`config.mk`:
```
export PLATFORM = sky130hd
export DESIGN_NAME = setup_buf_fill_engine
export DESIGN_NICKNAME = d
export VERILOG_FILES = /design/src/rtl/setup_buf_fill_engine.sv
export SDC_FILE = /design/constraint.sdc
export NUM_CORES = 1
export LEC_CHECK = 0
export BUFFER_PORTS_ARGS = -buffer_cell sky130_fd_sc_hd__clkbuf_2
export CAP_MARGIN = 25
export CORE_AREA = 8 8 233 235
export DETAILED_ROUTE_END_ITERATION = 6
export DIE_AREA = 0 0 241 243
export PLACE_DENSITY = 0.38
export SYNTH_ARGS = -nofsm -noshare
export SYNTH_HDL_FRONTEND = slang
export SYNTH_SLANG_ARGS = --single-unit
```
`constraint.sdc`:
```
create_clock -name clk -period 3.05 [get_ports clk]
set_clock_uncertainty 0.1 [all_clocks]
set_input_delay 0.305 -clock clk [delete_from_list [all_inputs] [get_ports clk]]
set_output_delay 0.305 -clock clk [all_outputs]
set_load 0.005 [all_outputs]
```
`src/rtl/setup_buf_fill_engine.sv`:
```
// Fills a buffer with a ZERO / LINE_IDX / INCR pattern: one write request, then size/line_bytes data lines, then a completion.
// Latency: 1 cycle per step (cmd->req, req->data, last line->done); every *_val comes straight from FSM state, so *_rdy never feeds back into it.
module setup_buf_fill_engine #(
    parameter int DATA_W    = 512,
    parameter int WORD_W    = 32,
    parameter int FLOWID_W  = 8,
    parameter int MAX_PTR_W = 16,
    parameter int CONN_W    = 16
) (
    input  logic                  clk,
    input  logic                  rst,
    input  logic                  cmd_val,
    output logic                  cmd_rdy,
    input  logic [FLOWID_W-1:0]   cmd_flowid,
    input  logic [4:0]            cmd_log2_size,
    input  logic [1:0]            cmd_mode,
    output logic                  wr_req_val,
    input  logic                  wr_req_rdy,
    output logic [FLOWID_W-1:0]   wr_req_flowid,
    output logic [MAX_PTR_W-1:0]  wr_req_offset,
    output logic [MAX_PTR_W:0]    wr_req_size,
    output logic                  wr_data_val,
    input  logic                  wr_data_rdy,
    output logic [DATA_W-1:0]     wr_data,
    output logic                  wr_data_last,
    output logic                  done_val,
    input  logic                  done_rdy,
    output logic [FLOWID_W-1:0]   done_flowid,
    input  logic [CONN_W-1:0]     cfg_num_conns,
    input  logic                  clear_conns,
    output logic [CONN_W-1:0]     conns_done,
    output logic                  all_conns_done
);
    localparam int LINE_L2 = $clog2(DATA_W / 8);
    localparam int WPL     = DATA_W / WORD_W;

    localparam logic [1:0] S_IDLE = 2'd0;
    localparam logic [1:0] S_REQ  = 2'd1;
    localparam logic [1:0] S_DATA = 2'd2;
    localparam logic [1:0] S_DONE = 2'd3;

    localparam logic [MAX_PTR_W:0]   SIZE_ONE = 1;
    localparam logic [MAX_PTR_W-1:0] LINE_ONE = 1;
    localparam logic [CONN_W-1:0]    CONN_ONE = 1;

    logic [1:0]            r_state;
    logic [FLOWID_W-1:0]   r_flowid;
    logic [1:0]            r_mode;
    logic [MAX_PTR_W:0]    r_size;
    logic [MAX_PTR_W-1:0]  r_last;
    logic [MAX_PTR_W-1:0]  r_line;
    logic [CONN_W-1:0]     r_conns;

    logic [4:0]            w_eff_l2;
    logic [MAX_PTR_W:0]    w_size;
    logic [MAX_PTR_W-1:0]  w_last_line;
    logic [DATA_W-1:0]     w_data;
    logic [WORD_W-1:0]     w_word;
    logic                  w_done_hs;

    // Never smaller than one line, never larger than the addressable buffer.
    always_comb begin
        w_eff_l2 = cmd_log2_size;
        if (cmd_log2_size < 5'(LINE_L2))
            w_eff_l2 = 5'(LINE_L2);
        else if (cmd_log2_size > 5'(MAX_PTR_W))
            w_eff_l2 = 5'(MAX_PTR_W);
    end

    assign w_size      = SIZE_ONE << w_eff_l2;
    assign w_last_line = MAX_PTR_W'((w_size >> LINE_L2) - SIZE_ONE);
    assign w_done_hs   = (r_state == S_DONE) && done_rdy;

    always_ff @(posedge clk or posedge rst) begin
        if (rst) begin
            r_state  <= S_IDLE;
            r_flowid <= '0;
            r_mode   <= '0;
            r_size   <= '0;
            r_last   <= '0;
            r_line   <= '0;
        end else begin
            case (r_state)
                S_IDLE: if (cmd_val) begin
                    r_flowid <= cmd_flowid;
                    r_mode   <= cmd_mode;
                    r_size   <= w_size;
                    r_last   <= w_last_line;
                    r_state  <= S_REQ;
                end
                S_REQ: if (wr_req_rdy) begin
                    r_line  <= '0;
                    r_state <= S_DATA;
                end
                S_DATA: if (wr_data_rdy) begin
                    if (r_line == r_last)
                        r_state <= S_DONE;
                    else
                        r_line <= r_line + LINE_ONE;
                end
                S_DONE: if (done_rdy)
                    r_state <= S_IDLE;
                default: r_state <= S_IDLE;
            endcase
        end
    end

    // Clear wins over a coincident completion.
    always_ff @(posedge clk or posedge rst) begin
        if (rst)
            r_conns <= '0;
        else if (clear_conns)
            r_conns <= '0;
        else if (w_done_hs && (r_conns != '1))
            r_conns <= r_conns + CONN_ONE;
    end

    always_comb begin
        w_data = '0;
        w_word = '0;
        for (int k = 0; k < WPL; k++) begin
            case (r_mode)
                2'd1:    w_word = WORD_W'(r_line);
                2'd2:    w_word = WORD_W'(r_line) * WORD_W'(WPL) + WORD_W'(k);
                default: w_word = '0;
            endcase
            w_data[k*WORD_W +: WORD_W] = w_word;
        end
    end

    assign cmd_rdy        = (r_state == S_IDLE);
    assign wr_req_val     = (r_state == S_REQ);
    assign wr_req_flowid  = r_flowid;
    assign wr_req_offset  = '0;
    assign wr_req_size    = r_size;
    assign wr_data_val    = (r_state == S_DATA);
    assign wr_data        = (r_state == S_DATA) ? w_data : '0;
    assign wr_data_last   = (r_state == S_DATA) && (r_line == r_last);
    assign done_val       = (r_state == S_DONE);
    assign done_flowid    = r_flowid;
    assign conns_done     = r_conns;
    assign all_conns_done = (r_conns == cfg_num_conns) && (cfg_num_conns != '0);
endmodule

```
# Yosys cells after proc, flatten, opt, wreduce, memory -nomap -nowiden
# Cells that the tools add are included.
word_totals:
  regBits: 77
  in_bits: 38
op_classes:
  n_addsub: 18
  magnitude_cmp: 2
  eq_ne: 14
  shifts: 1
  muxes: 31
  reduce_logical: 11
ops:
  columns: ["op", "n"]
  rows:
  - ["21-bit one-hot mux with 2 select lines", 15]
  - ["512-bit two-way mux", 1]
  - ["20-bit by 4-bit adder with 21-bit output (second input constant)", 8]
  - ["20-bit by 3-bit adder with 21-bit output (second input constant)", 4]
  - ["16-bit two-way mux", 5]
  - ["20-bit by 2-bit adder with 21-bit output (second input constant)", 2]
  - ["20-bit one-hot mux with 2 select lines", 1]
  - ["16-bit by 1-bit adder with 16-bit output (second input constant)", 2]
  - ["16-bit == test", 2]
  - ["16-bit one-hot mux with 2 select lines", 1]
  - ["20-bit by 1-bit adder with 21-bit output (second input constant)", 1]
  - ["1-bit by 5-bit left shift with 17-bit output (first input constant)", 1]
  - ["16-bit != test (second input constant)", 1]
  - ["16-bit nonzero test", 1]
  - ["11-bit by 1-bit subtractor with 12-bit output (second input constant)", 1]
  - ["2-bit two-way mux", 5]
  - ["5-bit two-way mux", 2]
  - ["2-bit by 1-bit != test with 1-bit output (second input constant)", 4]
  - ["2-bit one-hot mux with 4 select lines", 1]
  - ["2-bit == test (second input constant)", 3]
  - ["5-bit greater-than comparator (second input constant)", 1]
  - ["5-bit by 3-bit less-than comparator with 1-bit output (second input constant)", 1]
  - ["5-bit AND reduction", 1]
  - ["2-bit by 1-bit == test with 1-bit output (second input constant)", 2]
  - ["other kinds (6)", 11]

# Longest topological paths before layout
# Gate-level depths: netlist of run 1.
logic_depth:
  word_depth: 5
  ltp_mapped: 9
  ltp_nobuf: 8

# Least setup slack after synthesis of run 1
# No wires, ideal clock.
synth_timing:
  path_type: "reg-to-output"
  from: "reg r_state[0]"
  to: "out wr_data[110]"
  t_arrival_ps: 2217
  required_ps: 2645
  path_slack_ps: 428
  path_stages_with_launch: 9
  path_buffers: 3
  cell_sequence: "dfrtp_1 inv_1 ha_1 clkbuf_1 nand2_1 nor2_1 clkbuf_1 a22o_1 buf_4"
synth_between:
  elab_chain_cells: 2
synth_rtl:
  columns: ["element", "line", "rtl"]
  rows:
  - ["start, declared", "46", "logic [1:0] r_state;"]
  - ["start signal, assigned", "76", "r_state <= S_IDLE;"]
  - ["start signal, assigned", "89", "r_state <= S_REQ;"]
  - ["start signal, assigned", "93", "r_state <= S_DATA;"]
  - ["2-bit == test", null, null]
  - ["named net wr_data_val", "22", "output logic wr_data_val,"]
  - ["512-bit two-way mux", "137", "assign wr_data = (r_state == S_DATA) ? w_data : '0;"]
  - ["end, declared", "24", "output logic [DATA_W-1:0] wr_data,"]
# The timed path passes the listed nets, and every way through them passes these cells.

# Worst setup path after layout of run 1
layout_timing:
  from: "reg r_line[7]"
  to: "out wr_data_last"
layout_between:
  elab_chain_cells: 2
layout_rtl:
  columns: ["element", "line", "rtl"]
  rows:
  - ["start, declared", "51", "logic [MAX_PTR_W-1:0] r_line;"]
  - ["start signal, assigned", "99", "r_line <= r_line + LINE_ONE;"]
  - ["16-bit == test", "138", "assign wr_data_last = (r_state == S_DATA) && (r_line == r_last);"]
  - ["1-bit logical AND", "138", null]
  - ["end, declared", "25", "output logic wr_data_last,"]
# Every way passes these cells.

==> results.md, run 1 <==
- Max Cap Violations: 0
- Total gr overflow: 0
- Vias in the first global route: 5633
- Sequential power share: between 30 and 40%
- Pint: roughly 2.4 mW
- Top post-synthesis cells by count: 513 x buf_4, 73 x dfrtp_1, 42 x nand2_1
- Delay of the slowest critical-path stage: just over 0.7 ns
- Post-route minimum period: between 2 and 3 ns
- Achievable frequency: roughly 360 MHz
- Status: complete, no violations
- Pwr/cell area: approximately 490 nW/um^2
- Crit path max-delay cell type: or4_4
- Critical Path Sink Type: primary output
- DR iter-0 viols: about 300
- Sw power: around 1.6 mW
- TNS Setup: 0 ns
- Largest family of logic cells by synthesized area: buffers and inverters
- R2r startpoint: r_line[7]
- Crit path max-delay family: simple AND/OR/NAND/NOR gates
- Wirelength per Cell: ~14 um
- Post-Synth Adder-Cell Area: between 1 and 1.5%
- First-pass GRT wire length: roughly 36000 um
- Die W: 241 um
- Initial Util: between 10% and 20%
- CTS root buf: clkbuf_16
- Worst R2R Setup Slack: 0.46 ns
- Cells after DPL: between 1500 and 2000
- Synth Instances: approximately 980
- Hold depth: 3
- Buf+Inv Stages, Crit Path: 1
- Cells along the critical path: xnor2_1 -> nand4_1 -> or4_4 -> nor2_2 -> clkbuf_2
- Residual DRC count: 0
- Clk sinks: 73
- Worst path required time: 2.64 ns
- Crit. Startpoint: r_line[7]
- Clock power share: between 20% and 30%
- Setup-failing EPs final: 0
- Post-Synth XOR/XNOR Area: 4.29%
- Most frequent cell after synthesis: buf_4
- Seq/Total Area, Yosys: ~22%
- Synth area leaders: buf_4 47%, dfrtp_1 22%, xor2_1 2.4%
- Async set-reset flop share out of synthesis: 100%
- Drt total wl: ~25000 um
- FP Rows: 83
- Slew @ Worst Pin: between 0.8 and 0.9 ns
- Via density: ~3.2
- Slew Limit Fails: 0
- Final hold viol count: 0
- Simple-gate share of the synthesized area: 11.3%
- CTS Buffer Depth: 2
- Register bit total from synthesis: 73
- Top cell type's share of synthesized area: 47.3%
- Critical Path AT: 2.39 ns
- Antenna violations before repair: 0
- EDFF count, synth: 0
- CTS tree: done
- Layout net count: 1126
- WHS Endpoint: r_mode[1]
- Distinct cells, synth: 56
- Multiplexer area fraction after synthesis: approximately 2.1%
- Clk slew on worst S/H paths: 0.06 ns
- Die Area: 58600 um^2
- Antenna viol nets, final: 0
- Leak: between 4 and 5 nW
- Synth warn: 0
- Setup crit start kind: flip-flop
- Netlist Area Pre-Place: 8140 um^2
- Class of the worst hold path: primary input to flip-flop
- Peak VDD IR: 0.000285 V
- HPWL after detailed placement: ~21000 um
- Largest net degree at the start of global routing: 74
- Worst reg2reg endpoint: r_line[3]
- GPL Wtd Cong: between 0.7 and 0.8
- RSZ-0062 raised after global routing: no
- Combinational share of power: around two fifths
- # diodes: 0
- Share of cells above drive strength 1: a little over two fifths
- Setup Buffers After CTS: 0
- Final period util: 91.5%
- Sw frac: approximately two fifths
- Worst Path Max Fanout: 20
- Final cell count without fillers: ~1800
- Tot GR Track Use: under 10%
- Max H-tree Level: 3
- HP Start: cmd_mode[1]
- Synth Area in Compound Gates: under 10%
- Core outline area: 50700 um^2
- IO Port Bufs: 412
- Area growth syn-to-layout: 1.55%
- Io pins: 621
- Drt pass-1 iters: 4
- Dominant cell type by area after synthesis: buf_4
- R2R cell count: 5
- TritonCTS buffer count: 9
- Setup CP Type: flip-flop to primary output
- Later-pin clock latency in the skew report: about 0.34 ns
- Main synth FF type: dfrtp_1
- Vias: about 5600
- Die height: roughly 240 um
- Mean Syn Cell Area: 8.34 um^2
- Worst rel slew slack: between 40% and 50%
==> layout make-up <==
cell class	instances	area, um^2
well taps	680	851
multi-input cells	550	3040
inverters	13	48.8
repair buffers	432	2230
clock buffers	10	239
fillers	5794	42400
flip-flops and latches	73	1830
clock inverters	5	32.5
==> layout by cell type, fill, tap and decap left out, types with 14 or more instances in the layout <==
| master | count |
|---|---|
| clkbuf_2 | 412 |
| conb_1 | 208 |
| dfrtp_1 | 72 |
| nand2_1 | 42 |
| nor2_1 | 35 |
| xor2_1 | 22 |
| a21oi_1 | 18 |
| buf_4 | 18 |
| xnor2_1 | 16 |
| and2_1 | 16 |
| o21ai_0 | 16 |
| and3_1 | 15 |
| nor4_1 | 14 |
| a31oi_1 | 14 |
==> worst reg2reg max path, cell delays in order, from the launching register on <==
cell	delay [ns]
dfrtp_1	0.59
xnor2_1	0.17
nand4_1	0.15
nor4_1	0.75
nor2_1	0.31
a221o_1	0.39
==> repair_timing <==
action                                  in CTS  in global routing
endpoints found under the setup margin       0                162
hold endpoints to repair                    73                  0
gates resized for setup                      0                  9
hold buffers                                 1                  0
==> metal layers <==
| metal | global-route usage, % | vias to the layer above | wire [um] |
|---|---|---|---|
| met3 | 2.07 | 15 | 2320 |
| li1 | - | 2691 | - |
| met1 | 8.46 | 2625 | 9520 |
| met2 | 14.6 | 312 | 13000 |
| met4 | 1.58 | 0 | 262 |
| met5 | 0 | - | 0 |
==> logic make-up (layout without fill, tap and decap cells) <==
kind of cell               count (synthesis)  in the layout
other                                      1            208
and+or+nand+nor                          178            178
DFF                                       73             73
adders and majority gates                  9              9
xor gates and xnor gates                  39             39
muxes                                     15             15
AOI/OAI and AO/OA                        101            101
buffers and inverters                    560            460
==> power groups by stage <==
stage	combinational, mW	clock [mW]	sequential, mW
after floorplan	1.39	0	1.33
after global placement	1.65	0	1.38
after detailed placement	1.65	0	1.39
after CTS	1.66	1.06	1.37
after global routing	1.85	1.10	1.41
final	1.63	1.01	1.37
==> worst max path at each step <==
stage | cells after the start | to
detailed placement | 5 | wr_data_last
CTS | 5 | wr_data_last
global route | 5 | wr_data_last
floorplan | 8 | wr_data[110]
finish | 5 | wr_data_last
global placement | 5 | wr_data_last
==> registers in the layout (all words and copies together) (netlist names) <==
signal / count
conns_done: 16
done_flowid: 8
r_last: 12
r_line: 16
r_mode: 2
r_state: 2
wr_req_size: 17
==> per-stage QoR <==
stage / cell area [um^2] / hold slack, ns / worst slack [ns] / power (mW) / utilization [%]
3_5_place_dp: 7970 / 0.329 / 0.397 / 3.04 / 15.7
2_1_floorplan: 8910 / 0.322 / 0.428 / 2.72 / -
4_1_cts: 8250 / 0.0593 / 0.0114 / 4.09 / 16.3
3_3_place_gp: 7970 / 0.327 / 0.388 / 3.04 / 15.7
5_1_grt: 8260 / 0.0706 / 0.0716 / 4.35 / 16.3
6_report: 8260 / 0.0766 / 0.258 / 4.02 / 16.3
Note: power is estimated with default switching activity, not from simulation.
==> run 2: changes to the inputs <==
--- a/config.mk
+++ b/config.mk
@@ -9,6 +9,6 @@
 export CAP_MARGIN = 25
-export CORE_AREA = 8 8 233 235
+export CORE_AREA = 3 3 241 243
 export DETAILED_ROUTE_END_ITERATION = 6
-export DIE_AREA = 0 0 241 243
-export PLACE_DENSITY = 0.38
+export DIE_AREA = 0 0 244 246
+export PLACE_DENSITY = 0.35
 export SYNTH_ARGS = -nofsm -noshare
==> constraint.sdc (replaced) <==
create_clock -name clk -period 3.05 [get_ports clk]
set_clock_uncertainty 0.1 [all_clocks]
set_input_delay 0.61 -clock clk [delete_from_list [all_inputs] [get_ports clk]]
set_output_delay 0.61 -clock clk [all_outputs]
set_load 0.005 [all_outputs]
==> run 2 against run 1 <==
  * Combinational power hardly changed
  * Power is 4.3% higher
  * Clock power is 16% higher
  * Sequential power hardly changed
  * Highest routed layer unchanged
==> results.md, run 2 (synthesis results as in run 1) <==
- Slew @ Worst Pin: ~0.70 ns
- Vias in the first global route: roughly 4700
- DR iter-0 viols: ~320
- Setup CP Type: flip-flop to primary output
- TNS Setup: 0 ns
- Critical Path Sink Type: primary output
- GPL Wtd Cong: ~0.72
- Commonest non-fill, non-tap cells in the layout: 412 x clkbuf_2, 208 x conb_1, 72 x dfrtp_1
- Pre-CTS setup slack: 0.340 ns
- Later-pin clock latency in the skew report: between 0.3 and 0.4 ns
- Slew Limit Fails: 0
- Total gr overflow: 0
- Max Cap Violations: 0
- Drt total wl: 23000 um
- Residual DRC count: 0
- Resized Gates After CTS: 2
- Wirelength per Cell: around 12 um
- # diodes: 0
- Largest net degree at the start of global routing: 57
- Io pins: approximately 620
- Worst Path Max Fanout: 8
- Die height: 246 um
- Final worst slack: ~0.13 ns
- RSZ-0062 raised after global routing: no
- HPWL after detailed placement: about 19000 um
- Drt pass-1 iters: 4
- Commonest non-fill, non-tap cell in the layout: clkbuf_2
- Setup Buffers After CTS: 0
- Area growth syn-to-layout: 4.47%
- Post-route minimum period: approximately 3 ns
- Post-cts hold buffer count: 0
- Clk slew on worst S/H paths: around 0.07 ns
- Tot GR Track Use: a little under 7%
- Setup crit start kind: flip-flop
- FP Rows: a little under 90
- Critical Path AT: ~2.2 ns
- CTS Buffer Depth: 2
- Antenna viol nets, final: 0
- IO Port Bufs: just over 400
- Setup-failing EPs final: 0
- Initial Util: between 10% and 20%
- Clk sinks: 73
- Via density: between 3 and 4
- Leak: between 4 and 5 nW
- Final period util: a little over nine tenths
- Final hold viol count: 0
- Achievable frequency: between 300 and 400 MHz
- Die W: roughly 240 um
- Antenna violations before repair: 0
- Vias: about 5700
- Max H-tree Level: 3
- Status: complete, no violations
- Class of the worst hold path: primary input to asynchronous set/reset pin
- Worst rel slew slack: between 50% and 60%
- Pwr/cell area: approximately 490 nW/um^2
- TritonCTS buffer count: 9
- Max FFs per register: 17
- Worst path required time: 2.34 ns
- CTS root buf: clkbuf_16
- Share of cells above drive strength 1: between 40 and 50%
- CTS tree: done
- Peak VDD IR: around 0.00026 V
- Layout net count: approximately 1100
- Die Area: approximately 60000 um^2
- Core outline area: around 56000 um^2
- First-pass GRT wire length: between 30000 and 40000 um
-- run 2: changes by cell type in the layout (fill, tap and decap cells not counted), moves of 3 or more --
cell        delta
a22o_1         +6
a22o_2         -6
buf_4         +14
clkbuf_1       +3
clkinvlp_4     -3
-- run 2: cell type report --
class	instances	area, um^2
Clock buffer	12	236
Clock inverter	4	77.6
Fill cell	6460	47700
Tap cell	756	946
Inverter	13	48.8
Timing Repair Buffer	446	2330
Multi-Input combinational cell	550	3030
Sequential cell	73	1830
-- run 2: per-stage QoR --
stage | power, mW | instances | hold WS [ns] | cell area (um^2) | util [%]
floorplan | 2.72 | 1183 | 0.363 | 8910 | -
global placement | 3.07 | 1838 | 0.357 | 8180 | 14.6
detailed placement | 3.07 | 1838 | 0.372 | 8180 | 14.6
CTS | 4.30 | 1854 | 0.164 | 8490 | 15.1
global route | 4.54 | 1854 | 0.206 | 8500 | 15.1
finish | 4.19 | 1854 | 0.161 | 8500 | 15.1
-- run 2: critical path, stage by stage, from the launching register on --
cell      delay, ns
dfrtp_1        0.54
xnor2_2        0.14
nand4_1        0.19
or4_4          0.60
nor2_2         0.21
clkbuf_2       0.18
-- run 2: final timing paths --
check	startpoint	to	slack (ns)	cells after the start
max	r_line[8]	wr_data_last	0.13	5
min	rst	done_flowid[7]	0.16	2
max reg2reg	r_state[0]	r_line[9]	0.51	9
min reg2reg	wr_req_size[13]	wr_req_size[13]	0.38	2
max in group asynchronous	rst	wr_req_size[2]	1.98	3
min in group clk	wr_req_size[13]	wr_req_size[13]	0.38	2
-- run 2: power by group --
| part | internal [mW] | total [mW] | switching (mW) |
|---|---|---|---|
| Combinational | 0.684 | 1.66 | 0.979 |
| Clock | 0.722 | 1.17 | 0.453 |
| Sequential | 1.18 | 1.35 | 0.174 |
| Total | 2.58 | 4.19 | 1.61 |
-- run 2: per-layer routing --
layer | vias up | global-route usage, % | routed length [um]
li1 | 2721 | - | -
met1 | 2674 | 8.67 | 9730
met2 | 303 | 11.6 | 11600
met3 | 9 | 1.46 | 1520
met4 | 0 | 1.21 | 122
met5 | - | 0 | 0
